### src/rtl/mem_port_arbiter_pkg.sv
// Shared types and constants for the I/D-cache memory port arbiter.
// Widths, FSM state encoding, requester IDs and the block-alignment helper.
package mem_port_arbiter_pkg;

    localparam int unsigned WORD_SIZE  = 16;
    localparam int unsigned FETCH_SIZE = 64;

    typedef enum logic [1:0] {
        ArbIdle   = 2'd0,
        ArbAccess = 2'd1,
        ArbResp   = 2'd2
    } arb_state_e;

    localparam logic REQ_I = 1'b0;
    localparam logic REQ_D = 1'b1;

    // A fetch returns four words, so read addresses point at the block base.
    function automatic logic [WORD_SIZE-1:0] block_align(input logic [WORD_SIZE-1:0] addr);
        return {addr[WORD_SIZE-1:2], 2'b00};
    endfunction

endpackage

### src/rtl/mem_port_arbiter_if.sv
// Bundle of cache request/response and memory-port signals around the arbiter.
// master = arbiter side, slave = caches plus main memory.
interface mem_port_arbiter_if;
    import mem_port_arbiter_pkg::*;

    logic                  i_req_rd;
    logic [WORD_SIZE-1:0]  i_addr;
    logic                  i_ack;
    logic [FETCH_SIZE-1:0] i_rdata;

    logic                  d_req_rd;
    logic                  d_req_wr;
    logic [WORD_SIZE-1:0]  d_addr;
    logic [WORD_SIZE-1:0]  d_wdata;
    logic                  d_ack;
    logic [FETCH_SIZE-1:0] d_rdata;

    logic                  mem_read;
    logic                  mem_write;
    logic [WORD_SIZE-1:0]  mem_addr;
    logic [WORD_SIZE-1:0]  mem_wdata;
    logic [FETCH_SIZE-1:0] mem_rdata;

    logic                  busy;
    logic                  grant_d;

    modport master (
        input  i_req_rd, i_addr, d_req_rd, d_req_wr, d_addr, d_wdata, mem_rdata,
        output i_ack, i_rdata, d_ack, d_rdata, mem_read, mem_write, mem_addr, mem_wdata,
        output busy, grant_d
    );

    modport slave (
        output i_req_rd, i_addr, d_req_rd, d_req_wr, d_addr, d_wdata, mem_rdata,
        input  i_ack, i_rdata, d_ack, d_rdata, mem_read, mem_write, mem_addr, mem_wdata,
        input  busy, grant_d
    );

endinterface

### src/rtl/mem_port_arbiter_rr_arbiter2.sv
// Combinational two-way round-robin pick between the I-cache and D-cache.
// On a tie the requester that was not granted last wins.
module rr_arbiter2
    import mem_port_arbiter_pkg::*;
(
    input  logic req_icache,
    input  logic req_dcache,
    input  logic last_grant,
    output logic grant_valid,
    output logic grant_id
);

    always_comb begin
        grant_valid = req_icache | req_dcache;
        grant_id    = REQ_I;
        if (req_icache && req_dcache) begin
            grant_id = ~last_grant;
        end else if (req_dcache) begin
            grant_id = REQ_D;
        end
    end

endmodule

### src/rtl/mem_port_arbiter.sv
// Shares one 64-bit-fetch memory port between I-cache reads and D-cache reads/writes.
// Latches the winner's request, holds memory for MEM_LATENCY cycles, then acks for one cycle.
module mem_port_arbiter
    import mem_port_arbiter_pkg::*;
#(
    parameter int unsigned MEM_LATENCY = 4
) (
    input logic                clk,
    input logic                reset_n,
    mem_port_arbiter_if.master bus
);

    localparam int unsigned     CntW    = (MEM_LATENCY > 1) ? $clog2(MEM_LATENCY) : 1;
    localparam logic [CntW-1:0] CntInit = CntW'(MEM_LATENCY - 1);

    arb_state_e            state_q, state_d;
    logic [CntW-1:0]       cnt_q, cnt_d;
    logic                  last_grant_q, last_grant_d;
    logic                  owner_q, owner_d;
    logic                  mem_read_q, mem_read_d;
    logic                  mem_write_q, mem_write_d;
    logic [WORD_SIZE-1:0]  mem_addr_q, mem_addr_d;
    logic [WORD_SIZE-1:0]  mem_wdata_q, mem_wdata_d;
    logic [FETCH_SIZE-1:0] resp_data_q, resp_data_d;

    logic d_req;
    logic grant_valid;
    logic grant_id;

    assign d_req = bus.d_req_rd | bus.d_req_wr;

    rr_arbiter2 u_rr_arbiter2 (
        .req_icache  (bus.i_req_rd),
        .req_dcache  (d_req),
        .last_grant  (last_grant_q),
        .grant_valid (grant_valid),
        .grant_id    (grant_id)
    );

    always_comb begin
        state_d      = state_q;
        cnt_d        = cnt_q;
        last_grant_d = last_grant_q;
        owner_d      = owner_q;
        mem_read_d   = mem_read_q;
        mem_write_d  = mem_write_q;
        mem_addr_d   = mem_addr_q;
        mem_wdata_d  = mem_wdata_q;
        resp_data_d  = resp_data_q;

        case (state_q)
            ArbIdle: begin
                if (grant_valid) begin
                    owner_d      = grant_id;
                    last_grant_d = grant_id;
                    cnt_d        = CntInit;
                    state_d      = ArbAccess;
                    if (grant_id == REQ_D) begin
                        mem_wdata_d = bus.d_wdata;
                        // A simultaneous read+write request is served as the write.
                        if (bus.d_req_wr) begin
                            mem_write_d = 1'b1;
                            mem_addr_d  = bus.d_addr;
                        end else begin
                            mem_read_d = 1'b1;
                            mem_addr_d = block_align(bus.d_addr);
                        end
                    end else begin
                        mem_read_d = 1'b1;
                        mem_addr_d = block_align(bus.i_addr);
                    end
                end
            end
            ArbAccess: begin
                if (cnt_q == '0) begin
                    if (mem_read_q) begin
                        resp_data_d = bus.mem_rdata;
                    end
                    mem_read_d  = 1'b0;
                    mem_write_d = 1'b0;
                    state_d     = ArbResp;
                end else begin
                    cnt_d = cnt_q - 1'b1;
                end
            end
            ArbResp: begin
                state_d = ArbIdle;
            end
            default: begin
                state_d = ArbIdle;
            end
        endcase
    end

    always_ff @(posedge clk) begin
        if (!reset_n) begin
            state_q      <= ArbIdle;
            cnt_q        <= '0;
            last_grant_q <= REQ_I;
            owner_q      <= REQ_I;
            mem_read_q   <= 1'b0;
            mem_write_q  <= 1'b0;
            mem_addr_q   <= '0;
            mem_wdata_q  <= '0;
            resp_data_q  <= '0;
        end else begin
            state_q      <= state_d;
            cnt_q        <= cnt_d;
            last_grant_q <= last_grant_d;
            owner_q      <= owner_d;
            mem_read_q   <= mem_read_d;
            mem_write_q  <= mem_write_d;
            mem_addr_q   <= mem_addr_d;
            mem_wdata_q  <= mem_wdata_d;
            resp_data_q  <= resp_data_d;
        end
    end

    assign bus.i_ack     = (state_q == ArbResp) && (owner_q == REQ_I);
    assign bus.d_ack     = (state_q == ArbResp) && (owner_q == REQ_D);
    assign bus.i_rdata   = resp_data_q;
    assign bus.d_rdata   = resp_data_q;
    assign bus.mem_read  = mem_read_q;
    assign bus.mem_write = mem_write_q;
    assign bus.mem_addr  = mem_addr_q;
    assign bus.mem_wdata = mem_wdata_q;
    assign bus.busy      = (state_q != ArbIdle);
    assign bus.grant_d   = owner_q;

endmodule
### src/flat_wrapper.sv
// flat-port wrapper written by rule: the top's interface ports become plain ports
module mem_port_arbiter_flat import mem_port_arbiter_pkg::*;
#(
    parameter int unsigned MEM_LATENCY = 4
)
  (clk, reset_n, bus_i_req_rd, bus_i_addr, bus_d_req_rd, bus_d_req_wr, bus_d_addr, bus_d_wdata, bus_mem_rdata, bus_i_ack, bus_i_rdata, bus_d_ack, bus_d_rdata, bus_mem_read, bus_mem_write, bus_mem_addr, bus_mem_wdata, bus_busy, bus_grant_d);
  mem_port_arbiter_if bus_i ();
  input logic clk;
  input logic reset_n;
  input wire logic [$bits(bus_i.i_req_rd)-1:0] bus_i_req_rd;
  input wire logic [$bits(bus_i.i_addr)-1:0] bus_i_addr;
  input wire logic [$bits(bus_i.d_req_rd)-1:0] bus_d_req_rd;
  input wire logic [$bits(bus_i.d_req_wr)-1:0] bus_d_req_wr;
  input wire logic [$bits(bus_i.d_addr)-1:0] bus_d_addr;
  input wire logic [$bits(bus_i.d_wdata)-1:0] bus_d_wdata;
  input wire logic [$bits(bus_i.mem_rdata)-1:0] bus_mem_rdata;
  output wire logic [$bits(bus_i.i_ack)-1:0] bus_i_ack;
  output wire logic [$bits(bus_i.i_rdata)-1:0] bus_i_rdata;
  output wire logic [$bits(bus_i.d_ack)-1:0] bus_d_ack;
  output wire logic [$bits(bus_i.d_rdata)-1:0] bus_d_rdata;
  output wire logic [$bits(bus_i.mem_read)-1:0] bus_mem_read;
  output wire logic [$bits(bus_i.mem_write)-1:0] bus_mem_write;
  output wire logic [$bits(bus_i.mem_addr)-1:0] bus_mem_addr;
  output wire logic [$bits(bus_i.mem_wdata)-1:0] bus_mem_wdata;
  output wire logic [$bits(bus_i.busy)-1:0] bus_busy;
  output wire logic [$bits(bus_i.grant_d)-1:0] bus_grant_d;
  assign bus_i.i_req_rd = bus_i_req_rd;
  assign bus_i.i_addr = bus_i_addr;
  assign bus_i.d_req_rd = bus_d_req_rd;
  assign bus_i.d_req_wr = bus_d_req_wr;
  assign bus_i.d_addr = bus_d_addr;
  assign bus_i.d_wdata = bus_d_wdata;
  assign bus_i.mem_rdata = bus_mem_rdata;
  assign bus_i_ack = bus_i.i_ack;
  assign bus_i_rdata = bus_i.i_rdata;
  assign bus_d_ack = bus_i.d_ack;
  assign bus_d_rdata = bus_i.d_rdata;
  assign bus_mem_read = bus_i.mem_read;
  assign bus_mem_write = bus_i.mem_write;
  assign bus_mem_addr = bus_i.mem_addr;
  assign bus_mem_wdata = bus_i.mem_wdata;
  assign bus_busy = bus_i.busy;
  assign bus_grant_d = bus_i.grant_d;
  mem_port_arbiter #(.MEM_LATENCY(MEM_LATENCY)) u_core (.clk(clk), .reset_n(reset_n), .bus(bus_i));
endmodule
### config.mk
export PLATFORM = sky130hd
export DESIGN_NAME = mem_port_arbiter_flat
export DESIGN_NICKNAME = d
export VERILOG_FILES = /design/src/rtl/mem_port_arbiter_pkg.sv /design/src/rtl/mem_port_arbiter_if.sv /design/src/rtl/mem_port_arbiter_rr_arbiter2.sv /design/src/rtl/mem_port_arbiter.sv /design/src/flat_wrapper.sv
export SDC_FILE = /design/constraint.sdc
export NUM_CORES = 1
export LEC_CHECK = 0
export CORE_ASPECT_RATIO = 0.8
export CORE_MARGIN = 3
export CORE_UTILIZATION = 38
export CTS_CLUSTER_DIAMETER = 120
export DETAILED_ROUTE_END_ITERATION = 8
export PLACE_DENSITY = 0.84
export SETUP_SLACK_MARGIN = 0.5
export SLEW_MARGIN = 20
export SYNTH_ARGS = -nofsm -noshare
export SYNTH_HDL_FRONTEND = slang
export SYNTH_SLANG_ARGS = --single-unit
### constraint.sdc
create_clock -name clk -period 1.8 [get_ports clk]
set_input_delay 0.36 -clock clk [delete_from_list [all_inputs] [get_ports clk]]
set_output_delay 0.36 -clock clk [all_outputs]
set_load 0.05 [all_outputs]
==> impl_metrics.csv <==
group,metric,value,unit
global_route,grt_max_degree,55,
global_route,grt_pass1_vias,4868,
power_and_ir_drop,fin_total_pwr,6.73,mW
synthesis,yosys.area_share.simple,0.194,
min_path,hp-class,"reg -> reg",
flow_run,max_cap_violations,0,
finish,antenna_cells,0,
synthesis,yosys_warnings,0,
placed_design,dp_hpwl,10800,um
worst_setup_path,rrSetupSlack,0.35,ns
sta,hold_viol,0,
drt,drc,0,
clock_tree,clockRootBuffer,"clkbuf_16",
floorplanning,core_area,0.0123,mm^2
drt,postRouteAntennaNets,0,
clock_tree,cts_buffer_depth,2,
finish,final_common_cell,"buf_6",
finish,final_cell_mix,"135 x buf_6, 111 x clkdlybuf4s50_1, 80 x nand2_1",
global_route,overflow,0,
synthesis,synth_fp_nets,658,
floorplanning,initial_utilization,0.393,
worst_setup_path,required,1.44,ns
sta,setup_tns,0,ns
clock_tree,clk_latency,0.34,ns
finish,area_delta_synth_final,78.6,%
placed_design,gp_congestion,0.809,
synthesis,yosys.area.top_type,"dfxtp_1",
drt,routed_wl,17400,um
placed_design,port_buffers,280,
clock_tree,holdBufCountCts,0,
sta,whs,0.466,ns
worst_setup_path,cp_cell_sequence,"and3b_2 -> buf_12",
synthesis,synth_area_per_cell,8.98,um^2
synthesis,syn_area,0.00485,mm^2
worst_setup_path,worstSetupPathType,"reg -> out",
finish,layoutNonFillerInstCount,954,
global_route,grt_usage,0.223,
synthesis,synth_compound_area_frac,0.216,
clock_tree,htreeDepth,3,
drt,routedWlPerCell,18.2,um
finish,fin_util,0.702,
sta,fmax,669,MHz
global_route,antenna_found_initial,0,
floorplanning,die_w,132,um
power_and_ir_drop,ir_drop,0.677,mV
synthesis,ys_ff_latch,103,
run_status,status,"finished, final reports clean",
global_route,grt_pass1_wl,25300,um
synthesis,synth_top_area_frac,0.425,
clock_tree,cts_tree,"done",
sta,period_minus_slack,1.49,ns
floorplanning,rows,36,
sta,fin_worst_skew,0.00528,ns
worst_setup_path,arrival,1.13,ns
worst_setup_path,max_stage_delay,0.40,ns
synthesis,ys_types,35,
power_and_ir_drop,pwr_density_cell,777,mW/mm^2
clock_tree,numCtsBuffers,9,
power_and_ir_drop,power.leakage,3.44,nW
synthesis,ys_seq_area_frac,0.425,
synthesis,synth.area.top_cells,"dfxtp_1 43%, a21oi_2 13%, buf_4 10%, nand2_2 7.7%, nand2_1 7.6%",
synthesis,synthAdderAreaFrac,0.00258,
synthesis,synth_top_family_by_area,"compound AO/OA/AOI/OAI gates",
drt,route.vias.total,4789,
worst_setup_path,crit_path_start_kind,"register",
drt,vias_per_cell,5.02,
drt,first_pass_iters,4,
sta,slew_viol_final,0,
finish,drive_gt1_frac,0.602,
worst_setup_path,crit_fanout,7,
finish,fin_nets,898,
floorplanning,dieArea,0.0142,mm^2
drt,drtIter0Drc,214,
synthesis,syn_inst,540,
floorplanning,die_h,107,um
floorplanning,ios,283,
worst_setup_path,critPathCaptureType,"output pin",
sta,setup_viol,0,
synthesis,synthMuxAreaShare,0,
clock_tree,path_clk_slew,0.07,ns
clock_tree,cts.sinks,103,
placed_design,dp_cells,907,
synthesis,synthXorXnorAreaFrac,0,
sta,rsz0062_at_grt,"true",
sta,slew_headroom,0.742,
sta,post-route-period-util,0.830,
sta,worstMarginPinSlew,0.387,ns
worst_setup_path,slowest_stage,"dfxtp_4",
[cells by family (layout without fill, tap and decap cells)]
logic type               Yosys count  count (layout)
flip-flops                       103             103
buffers and inverters            107             350
AO/OA/AOI/OAI                    140             140
adder cells (fa/ha/maj)            1               1
AND/OR/NAND/NOR                  189             189
[state kept, by name (all words and copies together), names as in the netlist]
name	flops
u_core.cnt_q	2
u_core.bus.mem_write	1
u_core.bus.mem_addr	16
u_core.bus.mem_read	1
u_core.state_q	2
u_core.last_grant_q	1
u_core.bus.d_rdata	64
u_core.bus.mem_wdata	16
[cells in the mapped netlist (all sizes together)]
cell / instances
or3: 2
o21ai: 19
a311oi: 14
o31a: 1
o21a: 1
a21oi: 99
nand2: 158
o2bb2ai: 1
and4b: 1
inv: 4
nor2: 4
a22oi: 1
buf: 96
clkbuf: 7
ha: 1
nor3: 1
and3b: 1
nand4b: 1
dfxtp: 103
nand3b: 1
nor3b: 2
a2bb2oi: 1
a21boi: 1
a211oi: 2
nand3: 18
[critical path, delay by kind of cell, from the launching register on]
kind,cells,cell delay [ns]
buffers and inverters,1,0.15
AND/OR/NAND/NOR,1,0.24
flip-flops,1,0.40
[metrics by stage]
step                      cell area (um^2)  setup WS [ns]
after detailed placement              6950        -0.0569
final                                 8660          0.306
after global routing                  8660          0.274
after floorplan                       4880          0.491
after global placement                6950         0.0168
after CTS                             8060          0.297
[worst paths after layout]
kind	from	endpoint	cells past startpoint
min	u_core.cnt_q[0]	u_core.cnt_q[0]	1
min reg2reg	u_core.cnt_q[0]	u_core.cnt_q[0]	1
max	u_core.state_q[0]	bus_d_ack	2
max reg2reg	u_core.state_q[1]	u_core.bus.d_rdata[18]	7
[per-layer routing]
layer,vias to the layer above,track usage,share of wire
met5,-,0,0
met4,0,0.0801,0.025
met3,35,0.0699,0.075
met2,235,0.403,0.51
met1,2297,0.248,0.39
li1,2222,-,-
[final cells by class]
class | instances | area [um^2]
inverter | 4 | 22.5
clock inverter | 4 | 47.5
clock buffer | 10 | 239
fill | 862 | 3680
multi-input combinational | 330 | 2220
timing repair buffer | 332 | 3760
tap | 171 | 214
sequential | 103 | 2160
[repair_timing]
item	CTS	global route
endpoints found under the setup margin	174	187
gates cloned	9	4
pin swaps	3	19
resized for setup	141	140
buffers inserted	14	6
[report_power, final]
group          switching [mW]  total (mW)  internal (mW)
clock                   0.847        1.94           1.10
combinational            1.28        2.20          0.929
sequential              0.140        2.58           2.44
Note: power is estimated with default switching activity, not from simulation.
